## src/rtl/counter_pkg.sv

```systemverilog
// Shared types and constants for the multi-lane counter pattern source.
package counter_pkg;

    typedef enum logic [1:0] {
        INIT_ST = 2'd0,
        WAIT_ST = 2'd1,
        RUN_ST  = 2'd2
    } state_t;

    localparam logic [1:0] MODE_FREE  = 2'd0;
    localparam logic [1:0] MODE_WAIT  = 2'd1;
    localparam logic [1:0] MODE_BURST = 2'd2;
    localparam logic [1:0] MODE_RSVD  = 2'd3;

    // The reserved mode code behaves exactly like free-run.
    function automatic logic [1:0] eff_mode(input logic [1:0] mode);
        return (mode == MODE_RSVD) ? MODE_FREE : mode;
    endfunction

endpackage

```

## src/rtl/synchronizer_n.sv

```systemverilog
// Multi-flop synchroniser bringing a slow asynchronous level into the clock domain.
// STAGES must be at least 2.
module synchronizer_n #(
    parameter int STAGES = 2
) (
    input  logic clk,
    input  logic aresetn,
    input  logic din,
    output logic dout
);

    logic [STAGES-1:0] sync_q;

    // Shift the asynchronous level through the flop chain; the last flop is the safe copy.
    always_ff @(posedge clk) begin
        if (!aresetn) begin
            sync_q <= '0;
        end else begin
            sync_q <= {sync_q[STAGES-2:0], din};
        end
    end

    assign dout = sync_q[STAGES-1];

endmodule

```

## src/rtl/counter_nch.sv

```systemverilog
// Multi-lane AXI4-Stream test-pattern source: NCH lanes of stepped counter data per beat,
// a beat counter on tuser and tlast framing in burst mode, paced by a small INIT/WAIT/RUN FSM.
module counter_nch
    import counter_pkg::*;
#(
    parameter int NCH   = 4,
    parameter int BDATA = 16,
    parameter int BUSER = 8
) (
    input  logic                   m_axis_aclk,
    input  logic                   m_axis_aresetn,
    output logic                   m_axis_tvalid,
    input  logic                   m_axis_tready,
    output logic [NCH*BDATA-1:0]   m_axis_tdata,
    output logic [BUSER-1:0]       m_axis_tuser,
    output logic                   m_axis_tlast,
    input  logic                   START_REG,
    input  logic [1:0]             MODE_REG,
    input  logic [31:0]            NDATA_REG,
    input  logic [31:0]            NUSER_REG,
    input  logic [31:0]            WAIT_REG,
    input  logic [BDATA-1:0]       STEP_REG,
    input  logic [31:0]            NBURST_REG
);

    state_t             state;
    logic               start_rs;
    logic               tvalid_r;

    logic [1:0]         mode_r;
    logic [31:0]        ndata_r;
    logic [31:0]        nuser_r;
    logic [31:0]        wait_r;
    logic [BDATA-1:0]   step_r;
    logic [31:0]        nburst_r;

    logic [BDATA-1:0]   cnt_data;
    logic [BUSER-1:0]   cnt_user;
    logic [31:0]        cnt_wait;
    logic [31:0]        cnt_burst;

    logic               handshake;
    logic [1:0]         mode_eff;
    logic [31:0]        burst_last;
    logic               burst_end;
    logic [32:0]        data_sum;
    logic [BDATA-1:0]   data_nxt;
    logic [31:0]        user_ext;
    logic [BUSER-1:0]   user_nxt;

    synchronizer_n #(
        .STAGES (2)
    ) u_start_sync (
        .clk     (m_axis_aclk),
        .aresetn (m_axis_aresetn),
        .din     (START_REG),
        .dout    (start_rs)
    );

    assign handshake  = tvalid_r & m_axis_tready;
    assign mode_eff   = eff_mode(mode_r);
    assign burst_last = (nburst_r == 32'd0) ? 32'd0 : nburst_r - 32'd1;
    assign burst_end  = (cnt_burst == burst_last);

    // The wide sum keeps a carry so the modulus compare also works when NDATA exceeds 2^BDATA.
    assign data_sum = 33'(cnt_data) + 33'(NCH) * 33'(step_r);
    assign data_nxt = ((ndata_r != 32'd0) && (data_sum >= {1'b0, ndata_r})) ? '0 : data_sum[BDATA-1:0];

    assign user_ext = 32'(cnt_user);
    assign user_nxt = ((nuser_r != 32'd0) && (user_ext == nuser_r - 32'd1)) ? '0 : cnt_user + BUSER'(1);

    // Configuration shadows follow the registers while stopped and freeze once the run starts.
    always_ff @(posedge m_axis_aclk) begin
        if (!m_axis_aresetn) begin
            mode_r   <= '0;
            ndata_r  <= '0;
            nuser_r  <= '0;
            wait_r   <= '0;
            step_r   <= '0;
            nburst_r <= '0;
        end else if (!start_rs) begin
            mode_r   <= MODE_REG;
            ndata_r  <= NDATA_REG;
            nuser_r  <= NUSER_REG;
            wait_r   <= WAIT_REG;
            step_r   <= STEP_REG;
            nburst_r <= NBURST_REG;
        end
    end

    // Pacing FSM with registered tvalid; counters only move on an accepted beat, so a stalled beat holds.
    always_ff @(posedge m_axis_aclk) begin
        if (!m_axis_aresetn) begin
            state     <= INIT_ST;
            tvalid_r  <= 1'b0;
            cnt_data  <= '0;
            cnt_user  <= '0;
            cnt_wait  <= '0;
            cnt_burst <= '0;
        end else begin
            case (state)
                INIT_ST: begin
                    if (start_rs) begin
                        cnt_data  <= '0;
                        cnt_user  <= '0;
                        cnt_wait  <= '0;
                        cnt_burst <= '0;
                        if ((mode_eff != MODE_FREE) && (wait_r != 32'd0)) begin
                            state <= WAIT_ST;
                        end else begin
                            state    <= RUN_ST;
                            tvalid_r <= 1'b1;
                        end
                    end
                end
                WAIT_ST: begin
                    if (!start_rs) begin
                        state    <= INIT_ST;
                        cnt_wait <= '0;
                    end else if (cnt_wait == wait_r - 32'd1) begin
                        cnt_wait <= '0;
                        state    <= RUN_ST;
                        tvalid_r <= 1'b1;
                    end else begin
                        cnt_wait <= cnt_wait + 32'd1;
                    end
                end
                RUN_ST: begin
                    if (handshake) begin
                        cnt_data  <= data_nxt;
                        cnt_user  <= user_nxt;
                        cnt_burst <= burst_end ? 32'd0 : cnt_burst + 32'd1;
                        if (!start_rs) begin
                            state    <= INIT_ST;
                            tvalid_r <= 1'b0;
                        end else if ((mode_eff == MODE_WAIT) && (wait_r != 32'd0)) begin
                            state    <= WAIT_ST;
                            tvalid_r <= 1'b0;
                        end else if ((mode_eff == MODE_BURST) && burst_end && (wait_r != 32'd0)) begin
                            state    <= WAIT_ST;
                            tvalid_r <= 1'b0;
                        end
                    end
                end
                default: begin
                    state    <= INIT_ST;
                    tvalid_r <= 1'b0;
                end
            endcase
        end
    end

    // Each lane is the shared base plus a fixed multiple of the step, wrapping naturally.
    for (genvar k = 0; k < NCH; k++) begin : g_lane
        localparam logic [BDATA-1:0] LANE_K = BDATA'(k);
        assign m_axis_tdata[k*BDATA +: BDATA] = cnt_data + LANE_K * step_r;
    end

    assign m_axis_tvalid = tvalid_r;
    assign m_axis_tuser  = cnt_user;
    assign m_axis_tlast  = tvalid_r && (mode_eff == MODE_BURST) && burst_end;

endmodule

```

## config.mk

```make
export PLATFORM = sky130hd
export DESIGN_NAME = counter_nch
export DESIGN_NICKNAME = d
export VERILOG_FILES = /design/src/rtl/counter_pkg.sv /design/src/rtl/synchronizer_n.sv /design/src/rtl/counter_nch.sv
export SDC_FILE = /design/constraint.sdc
export NUM_CORES = 1
export LEC_CHECK = 0
export CAP_MARGIN = 20
export CORE_ASPECT_RATIO = 1.1
export CORE_MARGIN = 2
export CORE_UTILIZATION = 50
export CTS_CLUSTER_SIZE = 24
export DETAILED_ROUTE_END_ITERATION = 12
export PLACE_DENSITY_LB_ADDON = 0.2
export SKIP_LAST_GASP = 1
export SLEW_MARGIN = 20
export SYNTH_ARGS = -nofsm -noshare
export SYNTH_HDL_FRONTEND = slang
export SYNTH_SLANG_ARGS = --single-unit
```

## constraint.sdc

```tcl
create_clock -name m_axis_aclk -period 4.5 [get_ports m_axis_aclk]
set_input_delay 0.9 -clock m_axis_aclk [delete_from_list [all_inputs] [get_ports m_axis_aclk]]
set_output_delay 0.9 -clock m_axis_aclk [all_outputs]
set_load 0.03 [all_outputs]
```

Yosys cells after proc, flatten, opt, wreduce, memory -nomap -nowiden
Cells that the tools add are included.
- add/sub/neg operators: 10
- multipliers: 1
- div/mod/pow operators: 0
- order comparisons: 1
- equality and inequality tests: 15
- shifts and indexed selects: 0
- mux-type cells: 35
- bitwise logic cells: 1
- reductions and logical operators: 20
- operator list (operator ; number):
    $mux W32 ; 6
    $pmux W32 S2 ; 2
    $reduce_bool A32 Y1 ; 3
    $sub A32 B1 Y32 const B ; 3
    $add A32 B1 Y32 const B ; 2
    $eq A32 B32 Y1 ; 2
    $add A16 B16 Y16 ; 3
    $mux W16 ; 3
    $eq A8 B32 Y1 ; 1
    $ge A19 B32 Y1 ; 1
    $logic_not A32 Y1 ; 1
    $pmux W16 S2 ; 1
    $mux W8 ; 3
    $add A16 B18 Y19 ; 1
    $mux W2 ; 9
    $mul A2 B16 Y16 const A ; 1
    $pmux W8 S2 ; 1
    $add A8 B1 Y8 const B ; 1
    $logic_and A1 B1 Y1 ; 8
    $mux W1 ; 8
    $eq A2 B2 Y1 const B ; 3
    $ne A2 B2 Y1 const B ; 3
    $pmux W2 S3 ; 1
    $reduce_and A6 Y1 ; 1
    11 further kinds ; 15
- bits in registers: 239
- bits in latches: 0
- memory bits (writable): 0
- bits in read-only memories: 0
- input bits: 150
- output and inout bits: 74
- logic and storage cells: 96
- memories: 0

Logic depth before layout (Yosys ltp)
Gate-level depths: netlist of the first run.
- word-level depth: 10
- mapped depth: 24
- gate-level depth less buffers: 23

By module
A second synthesis of the first run with hierarchy kept.
- cells, all modules: 1904
- area, all modules: 16230.6 µm²
- by module, submodules not included (module ; instances ; cells each ; area an instance (µm²) ; seq. area each (µm²)):
    counter_nch ; 1 ; 1900 ; 16178.0 ; 4704.5
    synchronizer_n ; 1 ; 4 ; 52.6 ; 40.0

Worst setup path before layout of the first run
OpenSTA, ideal clock, no wires.
- path type: register to register
- start: register cnt_data[3]
- end: register cnt_data[10]
- library setup time: 0.066 ns
- arrival: 4.276 ns
- required time: 4.434 ns
- setup slack: 0.159 ns
- stages on the path, launching flop included: 22
- path buffers: 1
- period minus slack after synthesis: 4.341 ns
- cell sequence: dfxtp_1 ha_1 a21o_1 a21oi_1 o21ai_0 a21oi_1 o21ai_0 a211o_1 a31o_2 a21o_1 nand2_1 xnor2_1 ha_1 or3_1 a221oi_1 a21oi_1 a21oi_1 o21ai_0 o21ai_0 clkbuf_1 a22oi_1 nor2_1
- longest elaborated chain between the ends: 6
- RTL lines (what ; RTL line ; RTL):
    start, declared ; counter_nch.sv:37 ; logic [BDATA-1:0] cnt_data;
    start signal, assigned ; counter_nch.sv:130 ; cnt_data <= data_nxt;
    $add A16 B18 Y19 * ; counter_nch.sv:66 ; assign data_sum = 33'(cnt_data) + 33'(NCH) * 33'(step_r);
    $ge A19 B32 Y1 ; counter_nch.sv:67 ; assign data_nxt = ((ndata_r != 32'd0) && (data_sum >= {1'b0, ndata_r})) ? '0 : data_sum[BDATA-1:0];
    $logic_and A1 B1 Y1 ; counter_nch.sv:67 ;
    $mux W16 * ; counter_nch.sv:67 ;
    $mux W16 * ; counter_nch.sv:129 ; if (handshake) begin
    $pmux W16 S2 * ; counter_nch.sv:101 ; case (state)
Mark *: on every way between the ends. The rest lies on a longest branch, timed or not. The select of a mux whose other input is x is not followed.
A chain may end at the register's enable or synchronous reset.

Final worst setup path of the first run
- start: register nburst_r[15]
- end: output port m_axis_tlast
- longest elaborated chain between the ends: 4
- elaborated cells between the ends (all ways): 5
- classes of those cells: 1 x add/sub; 1 x eq/ne; 1 x mux; 2 x reduce/logical
- RTL lines (what ; RTL line ; RTL):
    start, declared ; counter_nch.sv:35 ; logic [31:0] nburst_r;
    start signal, assigned ; counter_nch.sv:80 ; nburst_r <= '0;
    start signal, assigned ; counter_nch.sv:87 ; nburst_r <= NBURST_REG;
    $sub A32 B1 Y32 or $logic_not A32 Y1 (tied branches) ; counter_nch.sv:62 ; assign burst_last = (nburst_r == 32'd0) ? 32'd0 : nburst_r - 32'd1;
    $mux W32 * ; counter_nch.sv:62 ;
    $eq A32 B32 Y1 * ; counter_nch.sv:63 ; assign burst_end = (cnt_burst == burst_last);
    $logic_and A1 B1 Y1 * ; counter_nch.sv:161 ; assign m_axis_tlast = tvalid_r && (mode_eff == MODE_BURST) && burst_end;
    end, declared ; counter_nch.sv:16 ; output logic m_axis_tlast,
Mark *: on every way between the ends. The rest lies on a longest branch, timed or not.

==> results.cfg, run 1 <==
[outcome]
outcome = complete, but fails checks
failed_checks = negative setup slack

[cells_and_area]
finalNonFillerCells = 2499
mostFrequentLayoutCells = nor2_1 (254), dfxtp_1 (225), clkdlybuf4s50_1 (202), mux2i_1 (155), nand2_1 (101)
final_area_um2 = 19700
nets = 2311
synthToLayoutAreaGrowth_pct = 26.6
layout_commonest_cell = nor2_1
drive_gt1_frac = 0.124

[global_routing]
grt-ovfl-total = 0
antenna_found_initial = 1
grt_pass1_vias = 14000
grtUsageTotal = 0.263
grt_max_degree = 71
grt_pass1_wl_um = 70200

[yosys]
synth.cell_area_um2 = 15500
synth.distinct_cells = 80
ys_warn_count = 0
yosysSeqAreaShare = 0.306
syn_avg_cell_area_um2 = 8.41
synthArstFlopShare = 0
synth_flop_cell = dfxtp_1
synth_seq_cells = 237
synthCells = 1846
synth-edff-count = 0

[placement]
portBuffers = 220
dpl.cell_count = 2429
gp_congestion = 0.944
placed_area_um2 = 18200
hpwl_um = 32800

[critical_path]
critical_path_arrival_ns = 3.61
cp.buffers_inverters = 3
path_class = flop to output port
worst_setup_path_start_kind = flop
cp_max_fo = 5
cp_top_family = simple AND/OR/NAND/NOR gates
cp-end-kind = output port
crit_chain = nor4_4, nand4_1, buf_6, buf_6, nor3_4, mux2i_2, xnor2_2, a2111oi_4, nand4_1, nor4_4, and3_4, buf_12
slowest_stage = dfxtp_4
critPathMaxStageDelay_ns = 0.36
cp.required_ns = 3.60

[detailed_routing]
antenna_left = 0
num_vias = 14400
routed_wl_um = 44300
dr.pass1.iters = 5
wl_per_cell_um = 17.7
drtIter0Drc = 1054
vias_per_cell = 5.76
drcViolationCount = 0

[power_and_ir_drop]
p_leak_uw = 0.00759
p_per_area_nw_per_um2 = 283
ir_worst_vdd_v = 0.000296
total_power_uw = 5570

[cts]
cts_tree = yes
clkLatencyLatePin_ns = 0.54
numCtsBuffers = 27
cts_root_buf = clkbuf_16
ctsHoldBuffers = 0
clk_transition_reported_paths_ns = 0.06
cts_sinks = 237
ctsHtreeMaxLevel = 1
clk_path_buf_depth = 3

[timing]
min_period_over_period = 1.00
finalSetupViolCount = 1
fin_ws_ns = -0.00714
rsz0062_at_grt = true
clock_skew_ns = 0.0149
fin_setup_tns_ns = -0.00714
hold_viol = 0
maxSlewViolCount = 0
slew_headroom = 0.299
worst_pin_slew_ns = 1.05
post-route-min-period_ns = 4.51
max_freq_mhz = 222

[job]
maxCapViolations = 0

[hold_path]
hp-class = flop to flop

[die]
core_area_um2 = 30500
std_cell_rows = 67
die-width_um = 172
pin_count = 224
dieArea_um2 = 32500
start_util = 0.509
die_h_um = 189
cells by family (layout without fill, tap and decap cells):
logic type               after synthesis  after routing  share of synthesized area
AO/OA/AOI/OAI                        275            275                      0.124
XOR/XNOR                             158            158                     0.0901
adder cells (fa/ha/maj)               95             95                     0.0839
buffers and inverters                171            407                     0.0460
flip-flops                           237            237                      0.306
multiplexers                         158            158                      0.102
other                                  2              5                   0.000484
AND/OR/NAND/NOR                      750            750                      0.248
tightest hold or removal path: stages, from the launching register on:
cell and delay, ns:
dfxtp_1 0.32, nand2_1 0.06, nand2_1 0.05
through the flow:
stage	setup WS [ns]	util	hold slack, ns
2_1_floorplan	0.159	-	0.412
3_5_place_dp	0.0142	0.597	0.449
5_1_grt	-0.136	0.644	0.484
6_report	-0.00714	0.644	0.470
3_3_place_gp	0.0251	0.597	0.431
4_1_cts	0.00629	0.634	0.470
cells in the mapped netlist (all sizes together) (11+ instances only):
master | n | area (um2)
ha | 80 | 1000
nand2 | 102 | 383
mux2i | 157 | 1570
o211ai | 18 | 135
nor2b | 16 | 100
clkbuf | 65 | 244
inv | 67 | 251
and2 | 14 | 87.6
or4 | 24 | 188
o21ai | 57 | 308
nor4 | 42 | 297
or3 | 17 | 106
xnor2 | 97 | 850
a21oi | 60 | 300
o21a | 12 | 90.1
a22oi | 19 | 143
xor2 | 60 | 526
nand3 | 64 | 320
nor2 | 287 | 1150
dfxtp | 237 | 4740
fa | 15 | 300
and3 | 34 | 213
nand4 | 31 | 194
buf | 38 | 215
nor3 | 52 | 275
nand2b | 11 | 68.8
flip-flops by register name, summed over array words and instances (netlist names):
| name | flops |
|---|---|
| u_start_sync.sync_q | 2 |
| wait_r | 32 |
| cnt_wait | 32 |
| mode_r | 2 |
| cnt_data | 14 |
| nuser_r | 32 |
| m_axis_tvalid | 1 |
| step_r | 16 |
| state | 2 |
| m_axis_tuser | 8 |
| cnt_burst | 32 |
| ndata_r | 32 |
| nburst_r | 32 |
power by group:
group	internal, uW	total [uW]	switching [uW]
clock network	1290	2170	880
registers	2180	2300	117
logic	529	1100	574
total	4000	5570	1570
final timing paths:
kind | cells after the start | endpoint | slack (ns) | start
worst max-delay path | 12 | m_axis_tlast | -0.007 | nburst_r[15]$_SDFFE_PN0N_
worst min-delay path | 2 | cnt_burst[20]$_SDFFE_PN0P_ | 0.47 | cnt_burst[20]$_SDFFE_PN0P_
worst max register to register | 21 | cnt_data[2]$_SDFFE_PN0P_ | 0.33 | cnt_data[3]$_SDFFE_PN0P_
worst min register to register | 2 | cnt_burst[20]$_SDFFE_PN0P_ | 0.47 | cnt_burst[20]$_SDFFE_PN0P_
routing by layer:
layer  vias to the layer above  global-route usage  part of all wire
li1                       7012                   -                 -
met1                      6853               0.332              0.43
met2                       425               0.462              0.49
met3                        99              0.0281             0.044
met4                         0              0.0937             0.035
met5                         -                   0                 0
cell type report:
class / instances / area, um2
antenna: 1 / 2.50
clock buffer: 40 / 805
clock inverter: 7 / 68.8
fill: 2674 / 10900
inverter: 68 / 260
multi-input combinational: 1440 / 10400
sequential: 237 / 4770
tap: 414 / 518
timing repair buffer: 292 / 2800
what timing repair did:
item	CTS	global route
hold endpoints to repair	0	0
setup buffers	9	13
gates resized for setup	66	62
setup endpoints to repair	21	32
pin swaps	21	41
Power figures use the tool's default switching activity.
==> run 2: changes to the inputs <==
--- a/config.mk
+++ b/config.mk
@@ -12,7 +12,6 @@
 export CTS_CLUSTER_SIZE = 24
 export DETAILED_ROUTE_END_ITERATION = 12
 export PLACE_DENSITY_LB_ADDON = 0.2
-export SKIP_LAST_GASP = 1
 export SLEW_MARGIN = 20
 export SYNTH_ARGS = -nofsm -noshare
 export SYNTH_HDL_FRONTEND = slang
==> results of run 2 <==
The final DEF is identical to that of run 1; final timing and power are the same.
==> run 3: changes to the inputs <==
--- a/config.mk
+++ b/config.mk
@@ -6,7 +6,7 @@
 export NUM_CORES = 1
 export LEC_CHECK = 0
 export CAP_MARGIN = 20
-export CORE_ASPECT_RATIO = 1.1
+export CORE_ASPECT_RATIO = 1.75
 export CORE_MARGIN = 2
 export CORE_UTILIZATION = 50
 export CTS_CLUSTER_SIZE = 24
==> run 3 against run 2 <==
  * The flow still finishes with violations (negative setup slack)
  * Sequential share of layout area shrank 0.27 points
  * Non-clock buffer count grew 21
  * Register-to-register slack lost 0.03 ns
  * Design area grew 1.1%
  * First-iteration DRC count shrank 37%
  * Critical path depth shrank 2
  * Clock-buffer cell count shrank 7
  * Combinational power is essentially flat
  * Routed wire length grew 5.5%
  * Fmax shrank 0.40%
  * Core utilization grew 0.43 points
  * Critical endpoint unchanged
  * Largest cell class unchanged
==> results.cfg, run 3 (synthesized netlist as in run 1, its figures left out) <==
[outcome]
outcome = complete, but fails checks
failed_checks = negative setup slack

[cells_and_area]
final_area_um2 = 19900
mostFrequentLayoutCells = nor2_1 (254), dfxtp_1 (224), clkdlybuf4s50_1 (200), mux2i_1 (156), nand2_1 (102)
finalNonFillerCells = 2502
synthToLayoutAreaGrowth_pct = 28.0
fillerInstances = 2681
drive_gt1_frac = 0.140
nets = 2330
utilization = 0.648
layout_commonest_cell = nor2_1

[die]
die-width_um = 137
core_area_um2 = 30600
dieArea_um2 = 32500
die_h_um = 237
pin_count = 224
std_cell_rows = 85
start_util = 0.507

[critical_path]
worst_setup_path_start_kind = flop
cp.required_ns = 3.60
path_class = flop to output port
cp-end-kind = output port
cp_max_fo = 6
critical_path_arrival_ns = 3.63

[placement]
dpl.cell_count = 2410
gp_congestion = 0.947
hpwl_um = 34600
placed_area_um2 = 18200
portBuffers = 220

[timing]
hold_viol = 0
worst_pin_slew_ns = 1.11
fin_ws_ns = -0.0252
min_period_over_period = 1.01
rsz0062_at_grt = true
max_freq_mhz = 221
post-route-min-period_ns = 4.53
clock_skew_ns = 0.00829
slew_headroom = 0.257
fin_setup_tns_ns = -0.0252
maxSlewViolCount = 0
finalSetupViolCount = 1

[detailed_routing]
num_vias = 14500
routed_wl_um = 46700
drtIter0Drc = 660
drcViolationCount = 0
dr.pass1.iters = 5
vias_per_cell = 5.81
antenna_left = 0
wl_per_cell_um = 18.7

[power_and_ir_drop]
p_per_area_nw_per_um2 = 282
total_power_uw = 5610
p_leak_uw = 0.00778
ir_worst_vdd_v = 0.000307

[cts]
clk_path_buf_depth = 3
cts_root_buf = clkbuf_16
cts_tree = yes
clk_transition_reported_paths_ns = 0.07
ctsHtreeMaxLevel = 1
ctsHoldBuffers = 0
numCtsBuffers = 25
cts_sinks = 237
clkLatencyLatePin_ns = 0.55

[global_routing]
grt_pass1_vias = 14200
grtUsageTotal = 0.277
antenna_found_initial = 6
grt_max_degree = 153
grt-ovfl-total = 0
grt_pass1_wl_um = 72000

[job]
maxCapViolations = 0

[hold_path]
hp-class = flop to flop
[run 3: changes by cell type in the layout (fill, tap and decap cells not counted), sizes merged, moves of 2 or more]
cell / before / now
clkinvlp: 2 / 0
diode: 1 / 7
clkinv: 3 / 9
clkdlybuf4s50: 202 / 200
bufinv: 1 / 3
buf: 79 / 98
clkbuf: 41 / 36
clkdlybuf4s15: 1 / 3
[run 3: area by class of cell]
cell class | count | area [um2] | share of cell area
sequential | 237 | 4770 | 0.240
antenna | 7 | 17.5 | 0.000882
clock buffer | 33 | 706 | 0.0355
tap | 391 | 489 | 0.0246
clock inverter | 13 | 163 | 0.00819
inverter | 68 | 260 | 0.0131
timing repair buffer | 313 | 2980 | 0.150
multi-input combinational | 1440 | 10500 | 0.528
[run 3: routing by layer]
layer / GRT usage / part of all wire
met1: 0.282 / 0.36
met2: 0.524 / 0.54
met3: 0.0283 / 0.036
met4: 0.167 / 0.066
met5: 0 / 0
[run 3: critical path, cell delays in order (launching register included)]
cell and delay (ns):
dfxtp_2 0.37, nor4_4 0.37, nand4b_1 0.32, buf_4 0.25
nor4_4 0.29, mux2i_1 0.27, or3b_4 0.40, o21a_1 0.13
nor4_2 0.30, and3_1 0.24, buf_12 0.13
[run 3: report_power, final]
group          total [uW]  internal (uW)  switching, uW  leakage [uW]
registers            2300           2190            116       0.00195
logic                1130            539            590       0.00540
clock network        2180           1280            896      0.000435
[run 3: final timing paths]
path         slack (ns)  cells after the start                                end                               from
max reg2reg        0.30                     22           cnt_data[5]$_SDFFE_PN0P_           cnt_data[3]$_SDFFE_PN0P_
max               -0.03                     10                       m_axis_tlast          nburst_r[26]$_SDFFE_PN0N_
min reg2reg        0.45                      1  u_start_sync.sync_q[1]$_SDFF_PN0_  u_start_sync.sync_q[0]$_SDFF_PN0_
min                0.45                      1  u_start_sync.sync_q[1]$_SDFF_PN0_  u_start_sync.sync_q[0]$_SDFF_PN0_
[run 3: per-stage QoR]
stage	setup WS, ns	hold WS (ns)
2_1_floorplan	0.159	0.412
3_3_place_gp	0.0910	0.428
3_5_place_dp	0.000102	0.434
4_1_cts	0.000107	0.453
5_1_grt	-0.269	0.460
6_report	-0.0252	0.451
[run 3: repair_timing]
action | CTS | global route
endpoints found under the setup margin | 20 | 35
gates resized for setup | 62 | 74
cloned | 0 | 3
pin swaps | 13 | 49
setup buffers | 12 | 24
